[config.mk]
export PLATFORM = sky130hd
export DESIGN_NAME = spn_req_arbiter
export DESIGN_NICKNAME = d
export VERILOG_FILES = /design/src/rtl/spn_req_arbiter.sv
export SDC_FILE = /design/constraint.sdc
export NUM_CORES = 1
export LEC_CHECK = 0
export BUFFER_PORTS_ARGS = -buffer_cell sky130_fd_sc_hd__buf_4
export CAP_MARGIN = 5
export CELL_PAD_IN_SITES_DETAIL_PLACEMENT = 0
export CELL_PAD_IN_SITES_GLOBAL_PLACEMENT = 1
export CORE_MARGIN = 2
export CORE_UTILIZATION = 25
export DETAILED_ROUTE_END_ITERATION = 10
export PLACE_DENSITY = 0.72
export SLEW_MARGIN = 20
export SYNTH_ARGS = -nofsm -noshare
export SYNTH_HDL_FRONTEND = slang
export SYNTH_SLANG_ARGS = --single-unit
[constraint.sdc]
create_clock -name clk -period 7.4 [get_ports clk]
set_input_delay 1.11 -clock clk [delete_from_list [all_inputs] [get_ports clk]]
set_output_delay 1.11 -clock clk [all_outputs]
set_load 0.01 [all_outputs]
[src/rtl/spn_req_arbiter.sv]
// Round-robin front end for a shared SPN encrypt/decrypt core.
// Accepts one request at a time from NUM_REQ requesters, issues it to the
// core as a single-cycle opcode pulse, captures the core's registered result
// and returns it on a shared, backpressured response channel tagged with the
// requester index.
module spn_req_arbiter #(
    parameter int NUM_REQ = 4,
    parameter int ID_W    = 2
) (
    input  logic                  clk,
    input  logic                  rst,
    input  logic [NUM_REQ-1:0]    req_valid,
    output logic [NUM_REQ-1:0]    req_ready,
    input  logic [NUM_REQ-1:0]    req_op,
    input  logic [16*NUM_REQ-1:0] req_data,
    input  logic [32*NUM_REQ-1:0] req_key,
    output logic                  rsp_valid,
    input  logic                  rsp_ready,
    output logic [ID_W-1:0]       rsp_id,
    output logic [15:0]           rsp_data,
    output logic                  rsp_err,
    output logic [1:0]            core_opcode,
    output logic [15:0]           core_data_in,
    output logic [31:0]           core_key,
    input  logic [15:0]           core_data_out,
    input  logic [1:0]            core_valid,
    output logic [15:0]           op_count
);

    // Request slots padded to the full tag range so a tag-wide index is always in range.
    localparam int NSLOT = 2 ** ID_W;

    localparam logic [1:0] OP_IDLE = 2'b00;
    localparam logic [1:0] OP_ENC  = 2'b01;
    localparam logic [1:0] OP_DEC  = 2'b10;

    typedef enum logic [1:0] {
        ST_IDLE,
        ST_ISSUE,
        ST_WAIT,
        ST_RESP
    } state_t;

    state_t            state;
    logic [ID_W-1:0]   rr_ptr;     // last granted requester
    logic              lat_op;     // latched operation: 0 encrypt, 1 decrypt
    logic [ID_W-1:0]   lat_id;     // latched requester index

    logic [NSLOT-1:0]  valid_ext;
    logic [NSLOT-1:0]  op_ext;
    logic              grant_found;
    logic [ID_W-1:0]   grant_id;
    int                cand;
    logic [ID_W-1:0]   cand_id;
    logic [15:0]       sel_data;
    logic [31:0]       sel_key;
    logic              sel_op;

    assign valid_ext = NSLOT'(req_valid);
    assign op_ext    = NSLOT'(req_op);

    // Round-robin search: first valid requester after rr_ptr, wrapping modulo NUM_REQ.
    always_comb begin
        // NOTE: every variable gets a default before the loop so no path leaves it unassigned (no latch).
        grant_found = 1'b0;
        grant_id    = '0;
        cand        = 0;
        cand_id     = '0;
        for (int k = 1; k <= NUM_REQ; k++) begin
            cand = int'(rr_ptr) + k;
            if (cand >= NUM_REQ) begin
                cand = cand - NUM_REQ;
            end
            cand_id = ID_W'(cand);
            if (!grant_found && valid_ext[cand_id]) begin
                grant_found = 1'b1;
                grant_id    = cand_id;
            end
        end
    end

    // Field mux for the granted requester and the combinational accept strobe.
    always_comb begin
        sel_data  = req_data[16*int'(grant_id) +: 16];
        sel_key   = req_key[32*int'(grant_id) +: 32];
        sel_op    = op_ext[grant_id];
        req_ready = '0;
        if (state == ST_IDLE && grant_found) begin
            req_ready = NUM_REQ'(1) << grant_id;
        end
    end

    // Sequencer: accept, pulse the core, capture its result, hold the response until taken.
    always_ff @(posedge clk or posedge rst) begin
        if (rst) begin
            state        <= ST_IDLE;
            rr_ptr       <= ID_W'(NUM_REQ - 1);
            lat_op       <= 1'b0;
            lat_id       <= '0;
            core_opcode  <= OP_IDLE;
            core_data_in <= '0;
            core_key     <= '0;
            rsp_valid    <= 1'b0;
            rsp_id       <= '0;
            rsp_data     <= '0;
            rsp_err      <= 1'b0;
            op_count     <= '0;
        end else begin
            // NOTE: state registers use non-blocking assignments so every branch sees pre-edge values.
            case (state)
                ST_IDLE: begin
                    if (grant_found) begin
                        lat_op       <= sel_op;
                        lat_id       <= grant_id;
                        rr_ptr       <= grant_id;
                        core_data_in <= sel_data;
                        core_key     <= sel_key;
                        core_opcode  <= sel_op ? OP_DEC : OP_ENC;
                        state        <= ST_ISSUE;
                    end
                end
                ST_ISSUE: begin
                    // Opcode is a one-cycle pulse; data and key stay on the core inputs.
                    core_opcode <= OP_IDLE;
                    state       <= ST_WAIT;
                end
                ST_WAIT: begin
                    rsp_data  <= core_data_out;
                    rsp_id    <= lat_id;
                    rsp_err   <= (core_valid != (lat_op ? OP_DEC : OP_ENC));
                    rsp_valid <= 1'b1;
                    state     <= ST_RESP;
                end
                ST_RESP: begin
                    if (rsp_ready) begin
                        rsp_valid <= 1'b0;
                        op_count  <= op_count + 16'd1;
                        state     <= ST_IDLE;
                    end
                end
                default: begin
                    core_opcode <= OP_IDLE;
                    rsp_valid   <= 1'b0;
                    state       <= ST_IDLE;
                end
            endcase
        end
    end

endmodule
# == Word-level counts from Yosys, hierarchy flattened ==
# Index checks and enable logic that the tools add are counted.
# totals
register_bits,93
input_bits,221
output_inout_bits,90
# classes
addsub,9
magnitude_cmp,9
n_eq_ne,6
shift,3
muxes,32
reduce_logical,15
# ops
cell,count
128-bit by 8-bit variable part select with 32-bit output,1
64-bit by 7-bit variable part select with 16-bit output,1
2-bit 2-to-1 mux,13
"16-bit by 1-bit adder with 16-bit output, second input constant",1
"2-bit by 3-bit < comparator with 1-bit output, second input constant",5
1-bit binary-select mux with 2-bit select,5
1-bit 2-to-1 mux,10
2-bit AND reduction,5
"3-bit >= comparator, second input constant",3
2-bit case mux with 4 select lines,1
"2-bit by 1-bit subtractor with 2-bit output, second input constant",4
"2-bit by 2-bit adder with 3-bit output, second input constant",2
"2-bit by 3-bit adder with 4-bit output, second input constant",1
"2-bit equality test, second input constant",2
"4-bit by 3-bit >= comparator with 1-bit output, second input constant",1
1-bit logical AND,4
4-bit 2-to-1 mux,1
"2-bit != test, second input constant",2
2-bit case mux with 2 select lines,1
2-bit nonzero test,2
"1-bit by 2-bit left shift with 4-bit output, first input constant",1
"2-bit by 1-bit adder with 3-bit output, second input constant",1
1-bit logical NOT,3
"2-bit by 1-bit equality test with 1-bit output, second input constant",1
3 further kinds,3

# == Depth between registers and ports, before layout ==
# Gate-level depths: netlist (run 1).
# logic_depth
depth_word,20
ltp_mapped,8
ltp_nobuf,6

# == Worst setup path before layout (run 1) ==
# Ideal clock, no wire load.
# synth_timing
path_kind,in2out
from,input port req_valid[0]
to,output port req_ready[3]
t_arrival_ns,2.248
slack_ns,4.042
cell_stages,7
n_path_buf,2
cell_sequence,buf_2 > nor2_1 > o21a_1 > and2_1 > buf_4 > nand2_1 > nor2_1
# synth_between
elab_chain_len,14
# synth_lines
item,line_no,source
from (decl),12,"input logic [NUM_REQ-1:0] req_valid,"
1-bit binary-select mux with 2-bit select,75,if (!grant_found && valid_ext[cand_id]) begin
1-bit 2-to-1 mux (not written as such),75,
1-bit 2-to-1 mux,75,
1-bit logical NOT,75,
1-bit logical AND,75,
1-bit 2-to-1 mux,75,
1-bit logical NOT,75,
1-bit logical AND,75,
1-bit 2-to-1 mux,75,
1-bit logical NOT,75,
1-bit logical AND,75,
2-bit 2-to-1 mux or 1-bit 2-to-1 mux (tied branches),75,
1-bit by 2-bit left shift with 4-bit output or 1-bit logical AND (tied branches),"89, 88",
4-bit 2-to-1 mux *,88,if (state == ST_IDLE && grant_found) begin
to (decl),13,"output logic [NUM_REQ-1:0] req_ready,"
# Every way passes the cells marked *; elsewhere a longest branch is shown, timed or not. The select of a mux whose other input is x is not followed.

# == Worst setup path in the final report (run 1) ==
# Same ends and word-level chain as after synthesis.

==> flow_metrics.tcl, run 1 <==
set metrics [dict create \
    run_status "finished, final reports clean" \
    drive_above_1_share_pct 45.3 \
    gp_congestion 0.777 \
    routed_wl_um 21300 \
    peakVddDrop_mv 0.195 \
    path_clk_slew_ns 0.08 \
    final_common_cell "buf_4" \
    synthMuxAreaShare_pct 4.24 \
    synth_cell_type_count 48 \
    critPathRequiredTime_ns 6.29 \
    end_kind "output pin" \
    htreeDepth 3 \
    ios 311 \
    cts_made_buffers 9 \
    drc 0 \
    critPathLaunchType "input pin" \
    grt.overflow.total 0 \
    drt_iter0_drc 186 \
    layout_common_cells "buf_4, dfrtp_1, o21ai_0, nand3_1, a21oi_1" \
    cts_root_buf "clkbuf_16" \
    grt_pass1_vias 5717 \
    p_leak_nw 3.72 \
    p_seq_share_pct 29.9 \
    power.internal_mw 1.77 \
    final-setup-viol-count 0 \
    fin_tns_setup_ns 0 \
    critPathMaxStageDelay_ns 0.62 \
    synth_area_leader_cell "dfrtp_1" \
    synth_area_leaders "dfrtp_1, a221o_1, o22a_1, o21ai_0, nand3_1" \
    clock_skew_ns 0.0101 \
    die_w_um 149 \
    p_per_area_nw_per_um2 374 \
    synth-xor-area-share_pct 2.49 \
    cts_resized 0 \
    hpwlAfterDp_um 15000 \
    io_buffers 310 \
    synth_edf_count 0 \
    die-area_um2 22300 \
    async_flop_share_pct 100 \
    hp-class "flop to flop" \
    antenna_found_initial 0 \
    timing.final.ws_setup_ns 3.25 \
    synth_compound_area_share_pct 30.8 \
    clk_latency_ns 0.35 \
    swShare_pct 40.9 \
    rows 53 \
    path_class "input pin to output pin" \
    worst_slew_pin_slew_ns 1.02 \
    wl_per_cell_um 19.6 \
    relSlewSlack_pct 32.1 \
    synth_top_cell_area_share_pct 43.1 \
    grt_max_degree 59 \
    grtUsageTotal_pct 18.6 \
    ys_ff_latch 93 \
    synth_adder_area_share_pct 1.18 \
    use_met1_pct 21.4 \
    combPwrFrac_pct 54.2 \
    clockPowerShare_pct 15.9 \
    detail-route-antenna-nets 0 \
    fill_cells 2165 \
    yosysWarningCount 0 \
    final_core_util_pct 38.4 \
    grt_first_pass_wirelength_um 31900 \
    die_h_um 149 \
    yosys_most_used_dff "dfrtp_1" \
    crit_path_frequent_cell "buf_4" \
    synthToLayoutAreaGrowth_pct 51.7 \
    placed_cells 1074 \
    routed-via-count 5500 \
    fin_crit_sh_pct 56.1 \
    path_cells "buf_4 > nor2_1 > nand2_1 > and2_2 > buf_4 > nand2_1 > nor2_1 > buf_4" \
    viasPerCell 5.05 \
    use_met2_pct 32.4 \
    cts_tree "done" \
    cp_max_fo 29 \
    hold_violations 0 \
    finalCriticalPeriod_ns 4.15 \
    arrival_ns 3.04 \
    syn_area_um2 5290 \
    p_switching_mw 1.23 \
    grt_setup_unrepaired "false" \
    cts_setup_buffers 0 \
    fin_cells 1090 \
    synth_seq_area_share_pct 44.1 \
    synth_nets 761 \
    antenna_cells 0 \
    drt_pass1_iterations 4 \
    yosys.area_share.simple_pct 10.4 \
    pre_cts_ws_ns 3.22 \
    cpMaxStageDelayCell "and2_2" \
    drv_slew 0 \
    hold_ws_ns 0.483 \
    finalNetCount 1036 \
    grt-busiest-layer "met2" \
    maxCapViolations 0 \
    hold_buffers 0 \
    grt_use_met3_pct 6.10 \
    syn_avg_cell_area_um2 9.88 \
    synth_top_family_by_area "compound AO/OA/AOI/OAI gates" \
    cts.path.max_buffers 2 \
    clock_sinks 93 \
    core_area_um2 20900 \
    netlist_instances 535 \
    start_util_pct 25.3 \
    clock.fmax_ghz 0.241 \
]
-- worst max-delay path, delay by kind of cell --
kind                   cells  cell delay [ns]
buffers and inverters      3             0.71
and+or+nand+nor            5             1.21
-- worst paths after layout --
check | start | endpoint | slack, ns | cells past startpoint
worst max-delay path | req_valid[0] | req_ready[3] | 3.25 | 8
worst min-delay path | op_count[15] | op_count[15] | 0.48 | 1
worst max register to register | rr_ptr[1] | core_opcode[0] | 4.83 | 6
worst min register to register | op_count[15] | op_count[15] | 0.48 | 1
max in group asynchronous | rst | core_key[8] | 5.44 | 3
min in group asynchronous | rst | rsp_data[15] | 0.77 | 2
-- synthesized netlist by cell type (3+ instances only) --
library cell	count
nand4_1	3
o21ai_0	56
xor2_1	7
inv_1	10
xnor2_1	8
and3_1	5
nand2_1	24
ha_1	5
o21a_1	3
o22a_1	48
buf_6	12
buf_1	5
mux2_2	19
clkbuf_1	19
and2_1	4
buf_4	4
nor2_1	15
o21ai_1	3
dfrtp_1	91
nand3_1	52
a21oi_1	51
buf_2	10
o22ai_1	3
a221o_1	48
nor2b_1	3
-- power groups by stage --
stage / sequential (mW) / combinational (mW) / clock, mW
6_report: 0.896 / 1.63 / 0.476
5_1_grt: 0.928 / 1.77 / 0.511
4_1_cts: 0.898 / 1.66 / 0.501
3_5_place_dp: 0.906 / 1.65 / 0
3_3_place_gp: 0.898 / 1.65 / 0
2_1_floorplan: 0.971 / 0.909 / 0
-- state kept, by name, indices dropped and copies added (netlist names) --
name and count:
rr_ptr 2, core_data_in 16, lat_id 2, rsp_err 1
state 2, core_opcode 2, rsp_id 2, op_count 16
rsp_data 16, lat_op 1, core_key 32, rsp_valid 1
-- metal layers --
metal / vias to the layer above / share of wire [%]
met5: - / 0
met4: 0 / 2.6
met3: 28 / 10
met2: 229 / 49
met1: 2654 / 39
li1: 2589 / -
-- stage by stage --
step | power [mW] | cell area [µm²]
detailed placement | 2.56 | 7720
global placement | 2.54 | 7720
global route | 3.21 | 8020
CTS | 3.06 | 8020
finish | 3.00 | 8020
floorplan | 1.88 | 5290
-- logic make-up after synthesis --
family,after synthesis
xor gates and xnor gates,15
muxes,20
and+or+nand+nor,113
buffers and inverters,63
AOI/OAI and AO/OA,226
DFF,93
adders and majority gates,5
-- layout make-up --
class | count | area [µm²] | share of cell area [%]
clock buffers | 10 | 239 | 2.98
clock inverters | 6 | 62.6 | 0.780
inverters | 10 | 40.0 | 0.499
multi-input cells | 379 | 2630 | 32.7
flip-flops and latches | 93 | 2330 | 29.0
well taps | 275 | 344 | 4.29
repair buffers | 317 | 2380 | 29.7
(Power assumes the default switching activity.)
==> run 2, diff against run 1 <==
==> constraint.sdc (replaced) <==
create_clock -name clk -period 3.9 [get_ports clk]
set_input_delay 0.585 -clock clk [delete_from_list [all_inputs] [get_ports clk]]
set_output_delay 0.585 -clock clk [all_outputs]
set_load 0.01 [all_outputs]
==> flow_metrics.tcl, run 2 (same netlist as run 1, synthesis figures left out) <==
set metrics [dict create \
    cts_resized 0 \
    grtUsageTotal_pct 18.3 \
    peakVddDrop_mv 0.355 \
    clock.fmax_ghz 0.326 \
    clk_latency_ns 0.35 \
    worst_slew_pin_slew_ns 1.06 \
    finalNetCount 1038 \
    cts.path.max_buffers 2 \
    gp_congestion 0.822 \
    clock_sinks 93 \
    path_class "flop to output pin" \
    hold_buffers 0 \
    arrival_ns 2.49 \
    cts_setup_buffers 0 \
    wl_per_cell_um 19.5 \
    final_core_util_pct 38.6 \
    clock_skew_ns 0.00955 \
    timing.final.ws_setup_ns 0.829 \
    placed_cells 1076 \
    fin_crit_sh_pct 78.8 \
    die_w_um 149 \
    htreeDepth 3 \
    start_util_pct 25.3 \
    fin_tns_setup_ns 0 \
    critPathRequiredTime_ns 3.31 \
    reg2reg_depth 6 \
    pre_cts_ws_ns 1.13 \
    p_per_area_nw_per_um2 718 \
    routed_wl_um 21300 \
    die_h_um 149 \
    finalCriticalPeriod_ns 3.07 \
    drt_pass1_iterations 5 \
    grt_max_degree 78 \
    rows 53 \
    core_area_um2 20900 \
    drive_above_1_share_pct 45.3 \
    critPathLaunchType "flop" \
    largest_reg_flops 32 \
    routed-via-count 5501 \
    total_power_mw 5.79 \
    rr_endpoint "core_data_in[3]" \
    synthToLayoutAreaGrowth_pct 52.5 \
    final-setup-viol-count 0 \
    drv_slew 0 \
    grt_first_pass_wirelength_um 31000 \
    ff2ff_setup_slack_ns 1.30 \
    p_leak_nw 3.74 \
    io_buffers 310 \
    fin_cells 1092 \
    grt_setup_unrepaired "false" \
    cts_root_buf "clkbuf_16" \
    cts_tree "done" \
    run_status "finished, final reports clean" \
    antenna_cells 0 \
    regMostFlops "core_key" \
    layout_common_cells "buf_4, dfrtp_1, o21ai_0, nand3_1, a21oi_1" \
    reg2reg_from "rr_ptr[1]" \
    grt.overflow.total 0 \
    hold_violations 0 \
    ios 311 \
    maxCapViolations 0 \
    path_clk_slew_ns 0.07 \
    relSlewSlack_pct 29.6 \
    die-area_um2 22300 \
    hpwlAfterDp_um 15200 \
    grt_pass1_vias 5505 \
    detail-route-antenna-nets 0 \
    viasPerCell 5.04 \
    antenna_found_initial 0 \
    final_common_cell "buf_4" \
    drc 0 \
    end_kind "output pin" \
    cp_max_fo 34 \
    drt_iter0_drc 246 \
    cts_made_buffers 9 \
    hp-class "input pin to async pin" \
]
## run 2: metal layers
layer,vias to the layer above,part of all wire (%),GRT usage [%]
li1,2591,-,-
met1,2659,39,21.3
met2,230,49,31.5
met3,21,10,7.23
met4,0,1.5,4.38
met5,-,0,0
## run 2: how the worst max path moves through the flow
stage,startpoint,endpoint,cells past startpoint,slack (ns)
4_1_cts,state[0],req_ready[0],6,0.79
2_1_floorplan,rst,core_data_in[0],1,0.90
6_report,state[0],req_ready[0],6,0.83
5_1_grt,state[1],req_ready[0],6,0.66
3_3_place_gp,req_valid[0],req_ready[0],7,1.14
3_5_place_dp,req_valid[0],req_ready[0],7,1.13
## run 2: where the power goes
part | internal [mW] | switching (mW)
sequential | 1.42 | 0.291
clock | 0.571 | 0.415
combinational | 1.49 | 1.60
total | 3.48 | 2.31
## run 2: per-stage QoR
stage	cell area [µm²]	hold slack (ns)
after floorplan	5290	0.440
after global placement	7730	0.460
after detailed placement	7730	0.458
after CTS	8060	0.437
after global routing	8060	0.421
final	8060	0.356
## run 2: worst max-delay path: stages (launching register included)
cell and delay (ns):
dfrtp_1 0.42, inv_1 0.10, ha_1 0.29, and2_2 0.48, buf_4 0.50, and2_1 0.20
buf_4 0.12
## run 2: final cells by class
cell class | instances | area (µm²)
sequential | 93 | 2330
inverter | 10 | 42.5
clock inverter | 6 | 93.8
multi-input combinational | 379 | 2630
tap | 275 | 344
clock buffer | 10 | 229
fill | 2143 | 12800
timing repair buffer | 319 | 2390
==> run 3, diff against run 2 <==
==> constraint.sdc (replaced) <==
create_clock -name clk -period 2.94 [get_ports clk]
set_input_delay 0.441 -clock clk [delete_from_list [all_inputs] [get_ports clk]]
set_output_delay 0.441 -clock clk [all_outputs]
set_load 0.01 [all_outputs]
==> flow_metrics.tcl, run 3 (same netlist as run 1, synthesis figures left out) <==
set metrics [dict create \
    run_status "finished, final reports clean" \
    grt.overflow.total 0 \
    cpMaxStageDelayCell "dfstp_2" \
    arrival_ns 2.22 \
    path_clk_slew_ns 0.07 \
    wl_per_cell_um 19.9 \
    antenna_cells 0 \
    finalCriticalPeriod_ns 2.66 \
    grt_first_pass_wirelength_um 32600 \
    layout_common_cells "buf_4, dfrtp_1, o21ai_0, nand3_1, a21oi_1" \
    viasPerCell 5.08 \
    cp_max_fo 15 \
    cts_root_buf "clkbuf_16" \
    p_per_area_nw_per_um2 960 \
    largest_reg_flops 32 \
    path_class "flop to output pin" \
    maxCapViolations 0 \
    gp_congestion 0.794 \
    critPathLaunchType "flop" \
    hold_violations 0 \
    drt_iter0_drc 322 \
    path_cells "mux2i_1 > o21a_4 > nand2_1 > nor2_1 > buf_4" \
    drive_above_1_share_pct 45.7 \
    die_w_um 149 \
    grtUsageTotal_pct 19.1 \
    hold_buffers 0 \
    end_kind "output pin" \
    routed-via-count 5573 \
    grt-busiest-layer "met2" \
    fin_crit_sh_pct 90.5 \
    final-setup-viol-count 0 \
    grt_pass1_vias 5636 \
    stdcell_area_um2 8190 \
    clock.fmax_ghz 0.376 \
    die-area_um2 22300 \
    die_h_um 149 \
    routed_wl_um 21800 \
    core_area_um2 20900 \
    start_util_pct 25.3 \
    worst_slew_pin_slew_ns 0.905 \
    cts_tree "done" \
    use_met1_pct 23.5 \
    p_leak_nw 3.80 \
    hpwlAfterDp_um 15600 \
    drt_pass1_iterations 6 \
    grt_setup_unrepaired "false" \
    fill_cells 2167 \
    hp-class "input pin to async pin" \
    antenna_found_initial 0 \
    relSlewSlack_pct 39.7 \
    drv_slew 0 \
    regMostFlops "core_key" \
    ios 311 \
    use_met2_pct 32.7 \
    cts.path.max_buffers 2 \
    finalNetCount 1042 \
    synthToLayoutAreaGrowth_pct 54.9 \
    grt_max_degree 55 \
    cts_made_buffers 9 \
    peakVddDrop_mv 0.437 \
    htreeDepth 3 \
    rows 53 \
    grt_use_met3_pct 5.82 \
    clock_sinks 93 \
    clk_latency_ns 0.35 \
    io_buffers 310 \
    reg2reg_depth 5 \
    drc 0 \
    critPathRequiredTime_ns 2.50 \
    detail-route-antenna-nets 0 \
    clock_skew_ns 0.00953 \
    placed_area_um2 7840 \
    final_common_cell "buf_4" \
    critPathMaxStageDelay_ns 0.70 \
    fin_tns_setup_ns 0 \
]
run 3: area by class of cell:
| class | count | area [µm²] | area share (%) |
|---|---|---|---|
| multi-input combinational | 379 | 2630 | 32.2 |
| clock inverter | 5 | 88.8 | 1.08 |
| timing repair buffer | 323 | 2500 | 30.5 |
| sequential | 93 | 2330 | 28.4 |
| tap | 275 | 344 | 4.20 |
| clock buffer | 11 | 253 | 3.09 |
| inverter | 10 | 40.0 | 0.489 |
run 3: layer usage:
metal / part of all wire (%) / vias to the layer above
li1: - / 2603
met1: 40 / 2719
met2: 49 / 230
met3: 9.4 / 21
met4: 1.4 / 0
met5: 0 / -
run 3: through the flow:
| stage | worst slack (ns) | hold slack, ns | util (%) | instances | power [mW] |
|---|---|---|---|---|---|
| 2_1_floorplan | 0.0820 | 0.440 | - | 535 | 4.73 |
| 3_3_place_gp | 0.597 | 0.459 | 37.5 | 1080 | 6.51 |
| 3_5_place_dp | 0.514 | 0.458 | 37.5 | 1080 | 6.55 |
| 4_1_cts | 0.117 | 0.143 | 39.2 | 1096 | 7.97 |
| 5_1_grt | 0.113 | 0.165 | 39.2 | 1096 | 8.42 |
| 6_report | 0.279 | 0.126 | 39.2 | 1096 | 7.87 |
run 3: timing repair:
item                                    in CTS  in global routing
gates resized for setup                      0                  2
endpoints found under the setup margin       0                  2
buffers inserted                             0                  0
run 3: critical path: cells and delay by family, from the launching register on:
kind | cells | cell delay, ns
simple gates | 2 | 0.29
flops | 1 | 0.70
buf+inv | 1 | 0.15
compound gates | 1 | 0.32
mux | 1 | 0.40
run 3: where the power goes:
| part | leakage (nW) | switching [mW] | internal (mW) |
|---|---|---|---|
| sequential | 1.09 | 0.398 | 1.88 |
| combinational | 2.54 | 2.15 | 2.06 |
| clock | 0.169 | 0.568 | 0.806 |
| total | 3.80 | 3.12 | 4.75 |
run 3: worst paths after layout:
| kind | start | endpoint | slack, ns |
|---|---|---|---|
| min | rst | rsp_data[10] | 0.13 |
| min in group clk | rsp_ready | rsp_valid | 0.31 |
| max in group asynchronous | rst | rr_ptr[0] | 2.08 |
| max | rr_ptr[1] | req_ready[2] | 0.28 |
| min reg2reg | op_count[15] | op_count[15] | 0.49 |
| max reg2reg | rr_ptr[1] | core_key[9] | 0.68 |
